$ cat config.mk
export PLATFORM = sky130hd
export DESIGN_NAME = ir_command_receiver_flat
export DESIGN_NICKNAME = d
export VERILOG_FILES = /design/src/rtl/ir_rx_pkg.sv /design/src/rtl/ir_command_receiver_if.sv /design/src/rtl/ir_sample_tick.sv /design/src/rtl/ir_command_receiver.sv /design/src/flat_wrapper.sv
export SDC_FILE = /design/constraint.sdc
export NUM_CORES = 1
export LEC_CHECK = 0
export CAP_MARGIN = 0
export CORE_ASPECT_RATIO = 2
export CORE_MARGIN = 5
export CORE_UTILIZATION = 58
export DETAILED_ROUTE_END_ITERATION = 16
export PLACE_DENSITY = 0.86
export SYNTH_ARGS = -nofsm -noshare
export SYNTH_HDL_FRONTEND = slang
export SYNTH_SLANG_ARGS = --single-unit
$ cat constraint.sdc
create_clock -name clock -period 2.3 [get_ports clock]
set_input_delay 0.575 -clock clock [delete_from_list [all_inputs] [get_ports clock]]
set_output_delay 0.575 -clock clock [all_outputs]
set_load 0.01 [all_outputs]
$ cat src/rtl/ir_rx_pkg.sv
// Shared types, frame geometry and tick-count windows for the IR command receiver.
package ir_rx_pkg;

    typedef enum logic [2:0] {
        IDLE  = 3'd0,
        START = 3'd1,
        SPACE = 3'd2,
        MARK  = 3'd3,
        DONE  = 3'd4
    } ir_state_e;

    localparam int FRAME_BITS = 12;

    // All windows are in sample ticks spent at one line level
    localparam logic [5:0] START_MIN = 6'd28;
    localparam logic [5:0] START_MAX = 6'd40;
    localparam logic [5:0] BIT_MIN   = 6'd4;
    localparam logic [5:0] ONE_MIN   = 6'd12;
    localparam logic [5:0] SPACE_MAX = 6'd12;
    localparam logic [5:0] MARK_MAX  = 6'd27;

    localparam int REPEAT_IDLE_TICKS = 1024;

    function automatic logic [5:0] sat_inc(input logic [5:0] value);
        return (value == 6'd63) ? value : value + 6'd1;
    endfunction

endpackage

$ cat src/rtl/ir_command_receiver_if.sv
// IR receiver line in, decoded drive command and status pulses out.
interface ir_command_receiver_if;
    import ir_rx_pkg::*;

    logic                  ir_signal;
    logic [FRAME_BITS-1:0] command;
    logic                  command_ready;
    logic                  frame_error;

    modport master (output ir_signal, input command, input command_ready, input frame_error);
    modport slave  (input ir_signal, output command, output command_ready, output frame_error);

endinterface

$ cat src/rtl/ir_sample_tick.sv
// Two-flop synchronizer for the raw IR line plus the free-running sample tick divider.
module ir_sample_tick #(
    parameter int TICK_DIV = 2025
) (
    input  logic clock,
    input  logic reset,
    input  logic ir_signal,
    output logic ir_s,
    output logic tick
);

    localparam int CNT_W = (TICK_DIV > 1) ? $clog2(TICK_DIV) : 1;
    localparam logic [CNT_W-1:0] DIV_LAST = CNT_W'(TICK_DIV - 1);

    logic             sync1_r;
    logic             sync2_r;
    logic [CNT_W-1:0] div_r;

    // Synchronizer idles at the no-carrier level; divider wraps on its last count
    always_ff @(posedge clock) begin
        if (!reset) begin
            sync1_r <= 1'b1;
            sync2_r <= 1'b1;
            div_r   <= {CNT_W{1'b0}};
        end else begin
            sync1_r <= ir_signal;
            sync2_r <= sync1_r;
            div_r   <= (div_r == DIV_LAST) ? {CNT_W{1'b0}} : div_r + CNT_W'(1);
        end
    end

    assign ir_s = sync2_r;
    assign tick = (div_r == DIV_LAST);

endmodule

$ cat src/rtl/ir_command_receiver.sv
// SIRC-style 12-bit IR frame decoder feeding motor_signal_stream.
// Optional IR_REPEAT_FILTER_EN: a command fires only when two consecutive frames agree.
module ir_command_receiver #(
    parameter int TICK_DIV = 2025
) (
    input  logic                  clock,
    input  logic                  reset,
    ir_command_receiver_if.slave  bus
);
    import ir_rx_pkg::*;

    localparam logic [3:0] LAST_BIT = 4'(FRAME_BITS - 1);

    logic                  ir_s;
    logic                  tick_s;
    ir_state_e             state_r, state_n;
    logic [5:0]            cnt_r, cnt_n;
    logic [3:0]            bitcnt_r, bitcnt_n;
    logic [FRAME_BITS-1:0] shreg_r, shreg_n;
    logic [FRAME_BITS-1:0] command_r;
    logic                  ready_r;
    logic                  error_r;
    logic                  err_s;
    logic                  done_s;
    logic                  fire_s;

    ir_sample_tick #(.TICK_DIV(TICK_DIV)) u_sample_tick (
        .clock     (clock),
        .reset     (reset),
        .ir_signal (bus.ir_signal),
        .ir_s      (ir_s),
        .tick      (tick_s)
    );

    // State and width/bit counters, only advanced on sample ticks
    always_ff @(posedge clock) begin
        if (!reset) begin
            state_r  <= IDLE;
            cnt_r    <= 6'd0;
            bitcnt_r <= 4'd0;
            shreg_r  <= {FRAME_BITS{1'b0}};
        end else begin
            state_r  <= state_n;
            cnt_r    <= cnt_n;
            bitcnt_r <= bitcnt_n;
            shreg_r  <= shreg_n;
        end
    end

    // Next-state decode; cnt restarts at 1 on the tick that first sees a new level
    always_comb begin
        state_n  = state_r;
        cnt_n    = cnt_r;
        bitcnt_n = bitcnt_r;
        shreg_n  = shreg_r;
        err_s    = 1'b0;
        done_s   = 1'b0;
        case (state_r)
            // DONE behaves like IDLE so a new start mark costs no dead time
            IDLE, DONE: begin
                if (tick_s && !ir_s) begin
                    state_n = START;
                    cnt_n   = 6'd1;
                end else begin
                    state_n = IDLE;
                    cnt_n   = 6'd0;
                end
            end
            START: begin
                if (!tick_s) begin
                    state_n = START;
                end else if (!ir_s) begin
                    cnt_n = sat_inc(cnt_r);
                end else if (cnt_r >= START_MIN && cnt_r <= START_MAX) begin
                    state_n  = SPACE;
                    cnt_n    = 6'd1;
                    bitcnt_n = 4'd0;
                end else begin
                    state_n = IDLE;
                    cnt_n   = 6'd0;
                end
            end
            SPACE: begin
                if (!tick_s) begin
                    state_n = SPACE;
                end else if (ir_s && cnt_r >= SPACE_MAX) begin
                    err_s   = 1'b1;
                    state_n = IDLE;
                    cnt_n   = 6'd0;
                end else if (ir_s) begin
                    cnt_n = cnt_r + 6'd1;
                end else if (cnt_r >= BIT_MIN) begin
                    state_n = MARK;
                    cnt_n   = 6'd1;
                end else begin
                    err_s   = 1'b1;
                    state_n = IDLE;
                    cnt_n   = 6'd0;
                end
            end
            MARK: begin
                if (!tick_s) begin
                    state_n = MARK;
                end else if (!ir_s) begin
                    cnt_n = sat_inc(cnt_r);
                end else if (cnt_r < BIT_MIN || cnt_r > MARK_MAX) begin
                    err_s   = 1'b1;
                    state_n = IDLE;
                    cnt_n   = 6'd0;
                end else begin
                    shreg_n[bitcnt_r] = (cnt_r >= ONE_MIN);
                    bitcnt_n          = bitcnt_r + 4'd1;
                    if (bitcnt_r == LAST_BIT) begin
                        state_n = DONE;
                        cnt_n   = 6'd0;
                        done_s  = 1'b1;
                    end else begin
                        state_n = SPACE;
                        cnt_n   = 6'd1;
                    end
                end
            end
            default: begin
                state_n = IDLE;
                cnt_n   = 6'd0;
            end
        endcase
    end

`ifdef IR_REPEAT_FILTER_EN
    localparam int IDLE_W = $clog2(REPEAT_IDLE_TICKS);

    logic [FRAME_BITS-1:0] pend_r;
    logic                  pend_valid_r;
    logic [IDLE_W-1:0]     idle_cnt_r;

    // A frame only fires when it repeats the pending one
    always_comb begin
        fire_s = done_s && pend_valid_r && (shreg_n == pend_r);
    end

    // Pending frame tracking; errors and long idle periods forget it
    always_ff @(posedge clock) begin
        if (!reset) begin
            pend_r       <= {FRAME_BITS{1'b0}};
            pend_valid_r <= 1'b0;
            idle_cnt_r   <= {IDLE_W{1'b0}};
        end else if (err_s) begin
            pend_valid_r <= 1'b0;
            idle_cnt_r   <= {IDLE_W{1'b0}};
        end else if (done_s) begin
            idle_cnt_r <= {IDLE_W{1'b0}};
            if (fire_s) begin
                pend_valid_r <= 1'b0;
            end else begin
                pend_r       <= shreg_n;
                pend_valid_r <= 1'b1;
            end
        end else if (state_r != IDLE) begin
            idle_cnt_r <= {IDLE_W{1'b0}};
        end else if (tick_s && idle_cnt_r == IDLE_W'(REPEAT_IDLE_TICKS - 1)) begin
            pend_valid_r <= 1'b0;
            idle_cnt_r   <= {IDLE_W{1'b0}};
        end else if (tick_s) begin
            idle_cnt_r <= idle_cnt_r + IDLE_W'(1);
        end else begin
            idle_cnt_r <= idle_cnt_r;
        end
    end
`else
    // Every valid frame fires
    always_comb begin
        fire_s = done_s;
    end
`endif

    // Registered outputs; command survives errors and holds between frames
    always_ff @(posedge clock) begin
        if (!reset) begin
            command_r <= {FRAME_BITS{1'b0}};
            ready_r   <= 1'b0;
            error_r   <= 1'b0;
        end else begin
            ready_r   <= fire_s;
            error_r   <= err_s;
            command_r <= fire_s ? shreg_n : command_r;
        end
    end

    assign bus.command       = command_r;
    assign bus.command_ready = ready_r;
    assign bus.frame_error   = error_r;

endmodule

$ cat src/flat_wrapper.sv
// flat-port wrapper written by rule: the top's interface ports become plain ports
module ir_command_receiver_flat import ir_rx_pkg::*;
#(
    parameter int TICK_DIV = 2025
)
  (clock, reset, bus_ir_signal, bus_command, bus_command_ready, bus_frame_error);
  ir_command_receiver_if bus_i ();
  input  logic clock;
  input  logic reset;
  input wire logic [$bits(bus_i.ir_signal)-1:0] bus_ir_signal;
  output wire logic [$bits(bus_i.command)-1:0] bus_command;
  output wire logic [$bits(bus_i.command_ready)-1:0] bus_command_ready;
  output wire logic [$bits(bus_i.frame_error)-1:0] bus_frame_error;
  assign bus_i.ir_signal = bus_ir_signal;
  assign bus_command = bus_i.command;
  assign bus_command_ready = bus_i.command_ready;
  assign bus_frame_error = bus_i.frame_error;
  ir_command_receiver #(.TICK_DIV(TICK_DIV)) u_core (.clock(clock), .reset(reset), .bus(bus_i));
endmodule
# == Word-level counts from Yosys, hierarchy flattened ==
# Cells that the tools add are included.
# W data, S select, Z words.
# totals
register_bits,52
# classes
addsub,3
n_lt_le_gt_ge,8
eq_ne,17
n_mux,54
n_bitwise,1
n_reduce_logical,13
# ops
operator,n
$mux W6,9
$mux W12,4
$mux W3,9
$mux W4,6
$pmux W6 S4,1
$mux W1,18
$bwmux W12,1
$pmux W3 S4,1
$add A11 B1 Y11 const B,1
$eq A11 B11 Y1 const B,1
$ne A2 B1 Y1 const B,4
$pmux W4 S2,1
$reduce_and A7 Y1,1
$add A6 B1 Y6 const B,1
$eq A3 B2 Y1 const B,2
$eq A6 B6 Y1 const B,1
$ge A6 B3 Y1 const B,1
$ge A6 B4 Y1 const B,1
$ge A6 B5 Y1 const B,1
$gt A6 B5 Y1 const B,1
$le A6 B6 Y1 const B,1
$lt A6 B3 Y1 const B,1
$ne A2 B2 Y1 const B,3
$ne A3 B3 Y1 const B,2
other kinds (18),24

# == Depth between registers and ports, before layout ==
# logic_depth
depth_word,9
mapped_depth,9
ltp_nobuf,8

# == Cells and area by module ==
# Synthesis repeated with hierarchy kept, for this count alone.
# unflattened
cells_unflattened,312
area_unflattened_um2,2653.8
# by_module_without_submodules
mod,n_inst,cells_each,area_per_inst_um2,seq_area_each_um2
ir_command_receiver,1,251,2090.8,760.7
ir_sample_tick,1,61,563.0,260.2

# == Worst setup path after synthesis ==
# OpenSTA, ideal clock, no wires.
# synth_path
path_kind,reg-to-reg
start,register u_core.u_sample_tick.div_r[0]
end,register u_core.state_r[1]
arrival_ns,1.700
required_time_ns,2.175
setup_slack_ns,0.475
stages_incl_launch_ff,10
path_buffers,1
period_less_slack_ns,1.825
cell_sequence,dfxtp_1 > inv_1 > ha_1 > nand4b_1 > or3_1 > buf_2 > o21ai_1 > a21oi_1 > a311oi_1 > a21oi_1
# synth_via
elab_chain_cells,3
elab_cells_between_ends,9
classes_between,eq/ne (4); mux (4); reduce/logical (1)
# synth_rtl
element,line,rtl
start: declaration,ir_sample_tick.sv:17,logic [CNT_W-1:0] div_r;
start signal: assignment,ir_sample_tick.sv:24,div_r <= {CNT_W{1'b0}};
start signal: assignment,ir_sample_tick.sv:28,div_r <= (div_r == DIV_LAST) ? {CNT_W{1'b0}} : div_r + CNT_W'(1);
$eq A11 B11 Y1 (*),ir_sample_tick.sv:33,assign tick = (div_r == DIV_LAST);
"$ne A4 B4 Y1 (no line), or another cell as far along",-,
$reduce_and A3 Y1 (no line) / $pmux W3 S4 (equally long branches),-,
end signal: assignment,ir_command_receiver.sv:43,state_r <= state_n;
end: declaration,ir_command_receiver.sv:16,"ir_state_e state_r, state_n;"
# Mark *: on every way between the ends. The rest lies on a longest branch, timed or not.
# A chain may end at the register's enable or synchronous reset.

# == Final worst setup path ==
# Ends and elaborated chain as after synthesis.

==> results.txt <==
status -> completed
die span in x -> 57.2 um
Post-Route WL -> 5.91 mm
All-Layer GR Usage -> 21.6%
routability cong. -> 1.00
Max Cap Viol -> 0
cell count after synthesis -> 301
P_leak -> 1.08 nW
Crit Path Max Fanout -> 11
crit-path most repeated cell -> a21oi_1
measured slew at the worst slew-check pin -> 702 ps
CP cell instances -> inv_1, ha_1, nand4b_1, or3_1, o21ai_1, a21oi_1, a311oi_1, a21oi_1
register area share after synthesis -> 39.5%
Slew Limit Fails -> 0
peak supply drop -> 556 uV
Avg WL per Cell -> 15.8 um
grt ovf -> 0
via-per-instance ratio -> 6.12
first-pass GRT wire length -> 10.4 mm
TritonRoute pass-1 iters -> 4
mean post-synth cell area -> 8.58 um2
Reg2Reg Setup Slack -> 220 ps
final clock period utilization by the worst path -> 90.2%
CTS sink cnt -> 51
Fmax -> 0.482 GHz
RSZ-0062 raised after global routing -> no
Nets -> 329
clk slew on worst S/H paths -> 100 ps
post-cts hold buffer count -> 0
number of setup violations in the final report -> 0
Initial Utilization -> 59.5%
CP required -> 2510 ps
ratio of cells with drive above 1 in the final layout -> 10.0%
Power Dens Cells -> 514 nW/um2
P&R area growth vs syn -> 13.4%
number of synthesized register bits -> 51
WP data arrival -> 2290 ps
CTS Buffer Depth -> 2
critical path class -> reg -> reg
Final TNS setup -> 0 ps
Worst Setup Start Kind -> flop
TritonCTS Buffers -> 5
port bufs -> 16
CP peak stage delay -> 550 ps
DP Wirelength -> 4.43 mm
fraction of registers with async set/reset -> 0%
slowest cell on the critical path -> or3_1
RR Endpoint -> u_core.state_r[1]$_SDFFE_PN0P_
Clock Skew -> 7.07 ps
Post-Synthesis Cell Area -> 2580 um2
total power -> 0.00151 W
DR WL met3 -> 191 um
buffers and inverters on the worst path -> 1
H-tree lvl count -> 2
Synth Net Count -> 312
Top delay family on crit path -> simple AND/OR/NAND/NOR gates
most frequent cells in the layout -> dfxtp_1, nor2_1, nand2_1, nand3_1
commonest non-fill, non-tap cell in the layout -> dfxtp_1
minimum clock period -> 2080 ps
Core Box Area -> 4340 um2
clock root buffer -> clkbuf_8
# DRC -> 0
r2r startpoint -> u_core.u_sample_tick.div_r[0]$_SDFF_PP0_
vias in the first global route -> 2321
WL met2 -> 3.29 mm
Worst Hold End -> u_core.u_sample_tick.ir_s$_SDFF_PN1_
fill count -> 370
Die Area -> 5970 um2
HP Class -> reg -> reg
Worst-Skew Late Latency -> 320 ps
remaining antenna violation count after routing -> 0
CTS tree -> yes
FF-to-FF path depth -> 8
Vias -> 2282
Metal-1 WL -> 2.10 mm
Unique masters post-synth -> 51
main flop type after synthesis -> dfxtp_1
max layer used -> met4
cell row count -> 34
final hold vios -> 0
initial antenna violation count -> 0
Inserted Diodes -> 0
hold-critical path depth -> 1
hold_sp -> u_core.u_sample_tick.sync1_r$_SDFF_PN1_
largest net degree at the start of global routing -> 21
IO Pins -> 17
Post-synth EDFFs -> 0
Die Ht -> 104 um
CP endpoint kind -> flop
initial DRC count -> 74
slew margin rel. -> 52.4%
Yosys Warn Count -> 0
==> per-layer routing <==
metal  GRT usage [%]  vias to the layer above
met5               0                        -
met2            39.0                       63
met4            13.6                        0
met1            20.7                     1078
li1                -                     1109
met3            5.22                       32
==> Yosys cell counts (all sizes together), types with 7 or more instances <==
master / instances / area share, %
clkbuf: 8 / 1.2
nand2b: 7 / 1.7
nor3: 11 / 3.4
o21ai: 14 / 2.7
inv: 9 / 1.3
and3: 8 / 1.9
nor2: 35 / 5.4
dfxtp: 51 / 40
buf: 8 / 1.9
nand2: 31 / 4.5
a21oi: 14 / 2.7
ha: 8 / 3.9
mux2i: 16 / 6.2
nand3: 17 / 3.3
==> sequential cells by signal, indices dropped and copies added, names as in the netlist <==
| name | count |
|---|---|
| u_core.bitcnt_r | 4 |
| u_core.bus.command | 12 |
| u_core.bus.command_ready | 1 |
| u_core.bus.frame_error | 1 |
| u_core.cnt_r | 6 |
| u_core.shreg_r | 11 |
| u_core.state_r | 3 |
| u_core.u_sample_tick.div_r | 11 |
| u_core.u_sample_tick.ir_s | 1 |
| u_core.u_sample_tick.sync1_r | 1 |
==> kinds of logic after synthesis <==
kind of cell / after synthesis / synth area share (%)
XOR/XNOR: 7 / 2.37
buffers and inverters: 25 / 4.36
AND/OR/NAND/NOR: 134 / 28.5
flip-flops: 51 / 39.5
multiplexers: 16 / 6.20
AO/OA/AOI/OAI: 60 / 15.2
adder cells (fa/ha/maj): 8 / 3.87
==> worst max-delay path by stage <==
| stage | slack (ps) | endpoint | cells past startpoint | start |
|---|---|---|---|---|
| detailed placement | 210 | u_core.bitcnt_r[2]$_SDFFE_PN0P_ | 8 | u_core.u_sample_tick.div_r[0]$_SDFF_PP0_ |
| global route | 70 | u_core.state_r[1]$_SDFFE_PN0P_ | 8 | u_core.u_sample_tick.div_r[0]$_SDFF_PP0_ |
| global placement | 250 | u_core.bus.command[5]$_SDFFE_PN0P_ | 6 | u_core.cnt_r[3]$_SDFFE_PN0P_ |
| floorplan | 480 | u_core.state_r[1]$_SDFFE_PN0P_ | 9 | u_core.u_sample_tick.div_r[0]$_SDFF_PP0_ |
| finish | 220 | u_core.state_r[1]$_SDFFE_PN0P_ | 8 | u_core.u_sample_tick.div_r[0]$_SDFF_PP0_ |
| CTS | 180 | u_core.bitcnt_r[2]$_SDFFE_PN0P_ | 8 | u_core.u_sample_tick.div_r[0]$_SDFF_PP0_ |
==> per-stage QoR <==
stage	utilization, %	hold slack, ps	cell area (um2)	instances	setup slack [ps]
CTS	66.9	430	2900	372	179
global placement	64.5	405	2800	364	255
floorplan	-	386	2580	301	475
detailed placement	64.5	402	2800	364	207
finish	67.5	429	2930	373	224
global route	67.5	466	2930	373	69.6
==> timing repair <==
action,CTS,global route
gates resized for setup,0,1
setup endpoints to repair,0,3
buffers inserted,0,1
==> cell type report <==
type	instances	area (um2)	share of cell area, %
clock buffer	5	68.8	2.35
clock inverter	3	33.8	1.15
inverter	9	33.8	1.15
multi-input combinational	225	1460	49.7
sequential	51	1020	34.9
tap	54	67.6	2.31
timing repair buffer	26	248	8.46
==> report_power, final <==
part	switching [W]	internal, W	total, W
Clock	0.000338	0.000231	0.000570
Combinational	0.0000264	0.0000142	0.0000405
Sequential	0.00000649	0.000889	0.000895
Note: power is estimated with default switching activity, not from simulation.
